<file path="src/rtl/ctrl_pkg.sv">
// Shared definitions for the control pipeline: bundle bit positions,
// stage-register layouts, bubble constants and the forwarding encoding.
package ctrl_pkg;

  localparam int EX_W  = 4;
  localparam int MEM_W = 2;
  localparam int WB_W  = 2;
  localparam int REG_W = 5;

  // Bit positions inside the decoder bundles
  localparam int EX_ALUSRC   = 3;
  localparam int EX_ALUOP_HI = 2;
  localparam int EX_ALUOP_LO = 1;
  localparam int EX_REGDST   = 0;
  localparam int MEM_READ    = 1;
  localparam int MEM_WRITE   = 0;
  localparam int WB_REGWRITE = 1;
  localparam int WB_MEMTOREG = 0;

  // Operand source select for the ALU inputs
  typedef enum logic [1:0] {
    FWD_RF    = 2'b00,
    FWD_MEMWB = 2'b01,
    FWD_EXMEM = 2'b10
  } fwd_sel_t;

  typedef struct packed {
    logic [EX_W-1:0]  ex;
    logic [MEM_W-1:0] mem;
    logic [WB_W-1:0]  wb;
    logic [REG_W-1:0] rs;
    logic [REG_W-1:0] rt;
    logic [REG_W-1:0] rd;
  } idex_t;

  typedef struct packed {
    logic [MEM_W-1:0] mem;
    logic [WB_W-1:0]  wb;
    logic [REG_W-1:0] wreg;
  } exmem_t;

  typedef struct packed {
    logic [WB_W-1:0]  wb;
    logic [REG_W-1:0] wreg;
  } memwb_t;

  // A bubble is an all-zero stage: no control activity, register $0
  localparam idex_t  IDEX_BUBBLE  = '0;
  localparam exmem_t EXMEM_BUBBLE = '0;
  localparam memwb_t MEMWB_BUBBLE = '0;

  // Pick the newest producer of src; $0 is never forwarded.
  function automatic fwd_sel_t fwd_select(
    input logic [REG_W-1:0] src,
    input logic             exmem_rw,
    input logic [REG_W-1:0] exmem_wreg,
    input logic             memwb_rw,
    input logic [REG_W-1:0] memwb_wreg
  );
    fwd_sel_t sel;
    sel = FWD_RF;
    if (exmem_rw && (exmem_wreg != '0) && (exmem_wreg == src)) begin
      sel = FWD_EXMEM;
    end else if (memwb_rw && (memwb_wreg != '0) && (memwb_wreg == src)) begin
      sel = FWD_MEMWB;
    end
    return sel;
  endfunction

endpackage

</file>
<file path="src/rtl/ctrl_pipe_fwd_unit.sv">
// EX-stage forwarding unit: compares the ID/EX source registers against the
// EX/MEM and MEM/WB destinations. EX/MEM is newer, so it wins a tie.
module fwd_unit
  import ctrl_pkg::*;
(
  input  logic [REG_W-1:0] ex_rs,
  input  logic [REG_W-1:0] ex_rt,
  input  logic             exmem_reg_write,
  input  logic [REG_W-1:0] exmem_wreg,
  input  logic             memwb_reg_write,
  input  logic [REG_W-1:0] memwb_wreg,
  output fwd_sel_t         fwd_a,
  output fwd_sel_t         fwd_b
);

  // Both operand selects from the same priority rule
  always_comb begin
    fwd_a = fwd_select(ex_rs, exmem_reg_write, exmem_wreg, memwb_reg_write, memwb_wreg);
    fwd_b = fwd_select(ex_rt, exmem_reg_write, exmem_wreg, memwb_reg_write, memwb_wreg);
  end

endmodule

</file>
<file path="src/rtl/ctrl_pipe.sv">
// Control pipeline: carries decoder bundles through ID/EX, EX/MEM and MEM/WB,
// unpacks each bundle where it is consumed, detects load-use hazards and
// inserts bubbles on stall or flush. Later stages always advance.
module ctrl_pipe
  import ctrl_pkg::*;
(
  input  logic             clk_i,
  input  logic             rst_i,
  input  logic [EX_W-1:0]  ex_i,
  input  logic [MEM_W-1:0] mem_i,
  input  logic [WB_W-1:0]  wb_i,
  input  logic [REG_W-1:0] rs_i,
  input  logic [REG_W-1:0] rt_i,
  input  logic [REG_W-1:0] rd_i,
  input  logic             flush_i,
  output logic             stall_o,
  output logic             alu_src_o,
  output logic [1:0]       alu_op_o,
  output logic             reg_dst_o,
  output logic [REG_W-1:0] ex_rs_o,
  output logic [REG_W-1:0] ex_rt_o,
  output logic [1:0]       fwd_a_o,
  output logic [1:0]       fwd_b_o,
  output logic             mem_read_o,
  output logic             mem_write_o,
  output logic [REG_W-1:0] mem_wreg_o,
  output logic             wb_reg_write_o,
  output logic             wb_mem_to_reg_o,
  output logic [REG_W-1:0] wb_wreg_o
);

  idex_t            idex_q, idex_d;
  exmem_t           exmem_q, exmem_d;
  memwb_t           memwb_q, memwb_d;
  logic             hazard;
  logic [REG_W-1:0] ex_wreg;
  fwd_sel_t         fwd_a, fwd_b;

  // Load-use hazard: a load in EX whose target is either ID source (both
  // compared regardless of whether the instruction really reads rt)
  always_comb begin
    hazard = idex_q.mem[MEM_READ] && (idex_q.rt != '0) &&
             ((idex_q.rt == rs_i) || (idex_q.rt == rt_i));
  end

  // Next contents of each stage register; ID/EX takes a bubble on stall/flush
  always_comb begin
    idex_d  = IDEX_BUBBLE;
    exmem_d = EXMEM_BUBBLE;
    memwb_d = MEMWB_BUBBLE;
    ex_wreg = idex_q.ex[EX_REGDST] ? idex_q.rd : idex_q.rt;

    if (!(hazard || flush_i)) begin
      idex_d.ex  = ex_i;
      idex_d.mem = mem_i;
      idex_d.wb  = wb_i;
      idex_d.rs  = rs_i;
      idex_d.rt  = rt_i;
      idex_d.rd  = rd_i;
    end

    exmem_d.mem  = idex_q.mem;
    exmem_d.wb   = idex_q.wb;
    exmem_d.wreg = ex_wreg;

    memwb_d.wb   = exmem_q.wb;
    memwb_d.wreg = exmem_q.wreg;
  end

  // Stage registers; reset overrides stall and flush
  always_ff @(posedge clk_i) begin
    if (rst_i) begin
      idex_q  <= IDEX_BUBBLE;
      exmem_q <= EXMEM_BUBBLE;
      memwb_q <= MEMWB_BUBBLE;
    end else begin
      idex_q  <= idex_d;
      exmem_q <= exmem_d;
      memwb_q <= memwb_d;
    end
  end

  fwd_unit u_fwd (
    .ex_rs           (idex_q.rs),
    .ex_rt           (idex_q.rt),
    .exmem_reg_write (exmem_q.wb[WB_REGWRITE]),
    .exmem_wreg      (exmem_q.wreg),
    .memwb_reg_write (memwb_q.wb[WB_REGWRITE]),
    .memwb_wreg      (memwb_q.wreg),
    .fwd_a           (fwd_a),
    .fwd_b           (fwd_b)
  );

  // Unpack each bundle at the stage that consumes it
  always_comb begin
    stall_o         = hazard;
    alu_src_o       = idex_q.ex[EX_ALUSRC];
    alu_op_o        = idex_q.ex[EX_ALUOP_HI:EX_ALUOP_LO];
    reg_dst_o       = idex_q.ex[EX_REGDST];
    ex_rs_o         = idex_q.rs;
    ex_rt_o         = idex_q.rt;
    fwd_a_o         = fwd_a;
    fwd_b_o         = fwd_b;
    mem_read_o      = exmem_q.mem[MEM_READ];
    mem_write_o     = exmem_q.mem[MEM_WRITE];
    mem_wreg_o      = exmem_q.wreg;
    wb_reg_write_o  = memwb_q.wb[WB_REGWRITE];
    wb_mem_to_reg_o = memwb_q.wb[WB_MEMTOREG];
    wb_wreg_o       = memwb_q.wreg;
  end

endmodule

</file>
<file path="config.mk">
export PLATFORM = sky130hd
export DESIGN_NAME = ctrl_pipe
export DESIGN_NICKNAME = d
export VERILOG_FILES = /design/src/rtl/ctrl_pkg.sv /design/src/rtl/ctrl_pipe_fwd_unit.sv /design/src/rtl/ctrl_pipe.sv
export SDC_FILE = /design/constraint.sdc
export NUM_CORES = 1
export LEC_CHECK = 0
export BUFFER_PORTS_ARGS = -buffer_cell sky130_fd_sc_hd__buf_2
export CORE_UTILIZATION = 50
export DETAILED_ROUTE_END_ITERATION = 8
export PLACE_DENSITY = 0.78
export SYNTH_ARGS = -nofsm -noshare
export SYNTH_HDL_FRONTEND = slang
export SYNTH_SLANG_ARGS = --single-unit
export TNS_END_PERCENT = 50
</file>
<file path="constraint.sdc">
create_clock -name clk_i -period 1.9 [get_ports clk_i]
set_input_delay 0.285 -clock clk_i [delete_from_list [all_inputs] [get_ports clk_i]]
set_output_delay 0.285 -clock clk_i [all_outputs]
set_load 0.02 [all_outputs]
</file>
# Word-level counts from Yosys, hierarchy flattened

Index checks and enable logic that the tools add are counted.

Output and inout port bits: 33
Bits in registers: 39
Bits in latches: 0
Logic and storage cells: 36
Bits in writable memories: 0
Memories: 0
ROM bits: 0

Reduce and logical (&&, ||, !) cells: 14
Shift-type cells: 0
Add/sub/neg operators: 0
Muxes and demuxes: 5
Bitwise logic cells: 0
Magnitude comparators: 0
Multiply operators: 0
Divide/modulo/power cells: 0
Eq/ne operators: 6

Operators with widths:

| cell               | number |
|---|---|
| == test 5 bit      | 6 |
| nonzero test 5 bit | 3 |
| logical AND 1 bit  | 8 |
| 2-to-1 mux 5 bit   | 1 |
| 2-to-1 mux 2 bit   | 2 |
| logical OR 1 bit   | 2 |
| 2-to-1 mux 1 bit   | 2 |
| OR reduction 2 bit | 1 |

# Depth between registers and ports, before layout

Depth after elaboration: 5
Mapped depth: 6
Depth with buffers taken out: 4

# Cells and area by module

Synthesis repeated with hierarchy kept, for this count alone.

Cells, all modules: 184
Area total of the unflattened synthesis: 1766.7 sq um

Modules (own cells, without submodules):

| module    | area an instance (sq um) | sequential area each (sq um) | cells an instance | instances |
|---|---|---|---|---|
| ctrl_pipe | 1508.9                   | 780.7                        | 150               | 1 |
| fwd_unit  | 257.7                    | 0.0                          | 34                | 1 |

# Least setup slack after synthesis

OpenSTA, ideal clock, no wires.

Kind: reg2out
Start: register idex_q, in the netlist ex_rt_o[4]
End: output port fwd_b_o[0]
Path slack: -0.122 ns
Arrival: 1.737 ns
Cell stages (with the launch flop): 6
Path buffers: 1
Data required time: 1.615 ns
Cells stage by stage: dfxtp_1 buf_2 xnor2_1 nand3_1 nor4_1 nor4_2

Word-level cells in the longest chain between the ends: 4
Elaborated cells between the ends (all ways): 6

Ends and longest elaborated chain:

| what                     | line            | RTL |
|---|---|---|
| start: declaration       | ctrl_pipe.sv:32 | `idex_t idex_q, idex_d;` |
| start signal: assignment | ctrl_pipe.sv:77 | `idex_q <= idex_d;` |
| == test 5 bit            | ctrl_pkg.sv:64  | `end else if (memwb_rw && (memwb_wreg != '0) && (memwb_wreg == src)) begin` |
| logical AND 1 bit        | ctrl_pkg.sv:64  |  |
| 2-to-1 mux 1 bit         | ctrl_pkg.sv:64  |  |
| 2-to-1 mux 2 bit (*)     | ctrl_pkg.sv:62  | `if (exmem_rw && (exmem_wreg != '0) && (exmem_wreg == src)) begin` |
| end: declaration         | ctrl_pipe.sv:23 | `output logic [1:0] fwd_b_o,` |

Mark *: on every way between the ends. The rest lies on a longest branch, timed or not.

# Final worst setup path

Start: register exmem_q, in the netlist mem_wreg_o[4]
End: output port fwd_a_o[0]

Word-level cells in the longest chain between the ends: 4
Elaborated cells between the ends (all ways): 5

Ends and longest elaborated chain:

| what                     | line            | RTL |
|---|---|---|
| start: declaration       | ctrl_pipe.sv:33 | `exmem_t exmem_q, exmem_d;` |
| start signal: assignment | ctrl_pipe.sv:78 | `exmem_q <= exmem_d;` |
| nonzero test 5 bit       | ctrl_pkg.sv:62  |  |
| logical AND 1 bit        | ctrl_pkg.sv:62  |  |
| logical AND 1 bit (*)    | ctrl_pkg.sv:62  |  |
| 2-to-1 mux 2 bit (*)     | ctrl_pkg.sv:62  |  |
| end: declaration         | ctrl_pipe.sv:22 | `output logic [1:0] fwd_a_o,` |

Marked as above.

==> impl_metrics.tcl <==
set metrics [dict create \
    antenna_found_initial 0 \
    coreArea_sq_mm 0.003390 \
    antennaDiodeCount 0 \
    root_buffer "clkbuf_4" \
    fp-row-count 21 \
    area_growth_pct 26.07 \
    firstDrtPassIters 4 \
    synth_nets 213 \
    vias 1390 \
    grt_pass1_wl_mm 5.844 \
    hold_path.class "in -> reg" \
    peakVddDrop_mv 0.4116 \
    dp_slack_ns -0.01709 \
    yosysSeqAreaShare 0.4327 \
    cp.required_ns 1.62 \
    fin_area_sq_mm 0.002275 \
    min_period_ns 2.200 \
    drt_iter0_markers 24 \
    finalSetupViolations 5 \
    fin_skew_ns 0.01129 \
    layout_commonest_cell "buf_2" \
    wl_per_cell_um 13.73 \
    cts.sinks 39 \
    worstSetupPathType "reg -> out" \
    synthDistinctLibCells 22 \
    yosysTopAreaCell "dfxtp_1" \
    grt_use_total 0.2146 \
    portBuffers 58 \
    instances_no_fill 288 \
    yosysTopAreaCellShare 0.4327 \
    drive_gt1_frac 0.5372 \
    gp_congestion 0.8299 \
    die_h_um 62.07 \
    cts_tree "done" \
    rsz0062_at_grt "yes" \
    clk_pin_slew_ns 0.12 \
    grt_use_met1 0.2436 \
    routed_wl_mm 3.953 \
    slew_headroom 0.7485 \
    route.detailed.drc 0 \
    fillers 278 \
    violations "setup timing" \
    grt-ovfl-total 0 \
    placed_area_sq_mm 0.002090 \
    setup_slack_ns -0.3001 \
    place_inst 277 \
    maxCapViolations 0 \
    fin_setup_tns_ns -0.8616 \
    num-nets-final 267 \
    synth_area_per_cell_sq_um 9.648 \
    vias_per_cell 4.826 \
    dieArea_sq_mm 0.003853 \
    critPathLaunchType "register" \
    ys.warnings.count 0 \
    use_met2 0.3830 \
    grt_max_degree 24 \
    finalHoldViolations 0 \
    syn_inst 187 \
    use_met3 0.06004 \
    synth_area_leaders "dfxtp_1 (43%), a21oi_2 (9.7%), xnor2_1 (7.8%)" \
    start_util 0.5323 \
    io_pins 59 \
    insertion_delay_ns 0.34 \
    syn_area_sq_mm 0.001804 \
    status "finished, violations left" \
    cts-buffers-inserted 5 \
    drtAntennaViolNets 0 \
    power_density_mw_per_mm2 672.3 \
    die_x_um 62.07 \
    hold_slack_ns 0.1501 \
    dp_hpwl_mm 2.791 \
    grt_pass1_vias 1299 \
    arrival_ns 1.92 \
    period_share 1.158 \
    layout_common_cells "buf_2 (54), dfxtp_1 (28), nand2_1 (25)" \
    clockBufferDepth 2 \
    busiest_layer "met2" \
    finalMaxSlewViolations 0 \
    ys_seq_elements 39 \
    fmax_mhz 454.5 \
    p_leak_nw 1.057 \
    worstMarginPinSlew_ns 0.3772 \
    cp_max_fo 2 \
    htree_num_levels 2 \
    setup.worst_path.end_class "output port" \
]
==> Yosys cell counts <==
cell and n:
a21oi_1 3, a21oi_2 20, and2_1 1, buf_2 5, buf_4 18, buf_6 3
clkbuf_1 4, dfxtp_1 39, mux2i_1 5, nand2_1 25, nand3_1 4, nor2_1 6
nor2b_1 11, nor4_1 2, nor4_2 2, o21a_2 1, o21ai_0 1, o21ai_1 1
o22ai_1 1, or4_1 5, xnor2_1 16, xor2_1 14
==> path summary, 6_finish.rpt <==
check             cells past startpoint         end           from  slack, ns
hold / removal                        3   idex_q[1]        rd_i[1]       0.15
setup / recovery                      5  fwd_a_o[0]  mem_wreg_o[4]      -0.30
setup reg to reg                      6   idex_q[0]     ex_rt_o[4]       0.26
hold reg to reg                       1  exmem_q[5]     exmem_d[5]       0.45
==> sequential cells by signal, indices dropped and copies added, names as in the netlist <==
| signal | cells |
|---|---|
| mem_write_o | 1 |
| alu_src_o | 1 |
| exmem_q | 2 |
| mem_read_o | 1 |
| idex_q | 5 |
| ex_rt_o | 5 |
| wb_wreg_o | 5 |
| exmem_d | 4 |
| ex_rs_o | 5 |
| mem_wreg_o | 5 |
| wb_mem_to_reg_o | 1 |
| reg_dst_o | 1 |
| wb_reg_write_o | 1 |
| alu_op_o | 2 |
==> per-layer routing <==
metal / routed length, um / vias up
met5: 0 / -
met4: 43 / 0
met3: 160 / 7
met2: 2054 / 41
met1: 1695 / 641
li1: - / 701
==> power breakdown <==
part / internal [W] / switching (W) / total, W
sequential: 0.000845 / 0.0000227 / 0.000867
combinational: 0.000109 / 0.000137 / 0.000246
clock: 0.000141 / 0.000274 / 0.000415
total: 0.00110 / 0.000434 / 0.00153
==> kinds of logic after synthesis <==
logic type                after synthesis  share of synthesized area
buffers and inverters                  30                     0.1158
AOI/OAI and AO/OA                      27                     0.1193
xor gates and xnor gates               30                     0.1456
and+or+nand+nor                        56                     0.1588
muxes                                   5                    0.02774
DFF                                    39                     0.4327
==> area by class of cell <==
class	instances	area (sq um)	area share
timing repair buffer	77	450.4	0.1980
multi-input combinational	118	909.6	0.3999
clock buffer	5	37.54	0.01650
sequential	39	799.5	0.3515
clock inverter	3	20.02	0.008801
tap	46	57.56	0.02530
==> through the flow <==
| step | utilization | power (W) |
|---|---|---|
| CTS | 0.6563 | 0.001530 |
| detailed placement | 0.6165 | 0.001111 |
| floorplan | - | 0.001044 |
| finish | 0.6711 | 0.001529 |
| global placement | 0.6165 | 0.001107 |
| global route | 0.6711 | 0.001589 |
==> critical path: stages (launching register included) <==
cell and delay (ns):
dfxtp_2 0.34, or4_4 0.54, o21ai_4 0.17, nor4_4 0.08, nor4_4 0.26, buf_4 0.18
==> repair_timing <==
action	4_1_cts	5_1_grt
hold buffers	0	0
pin swaps	5	5
setup buffers	2	1
setup endpoints to repair	5	5
gates resized for setup	17	10
Note: power is estimated with default switching activity, not from simulation.
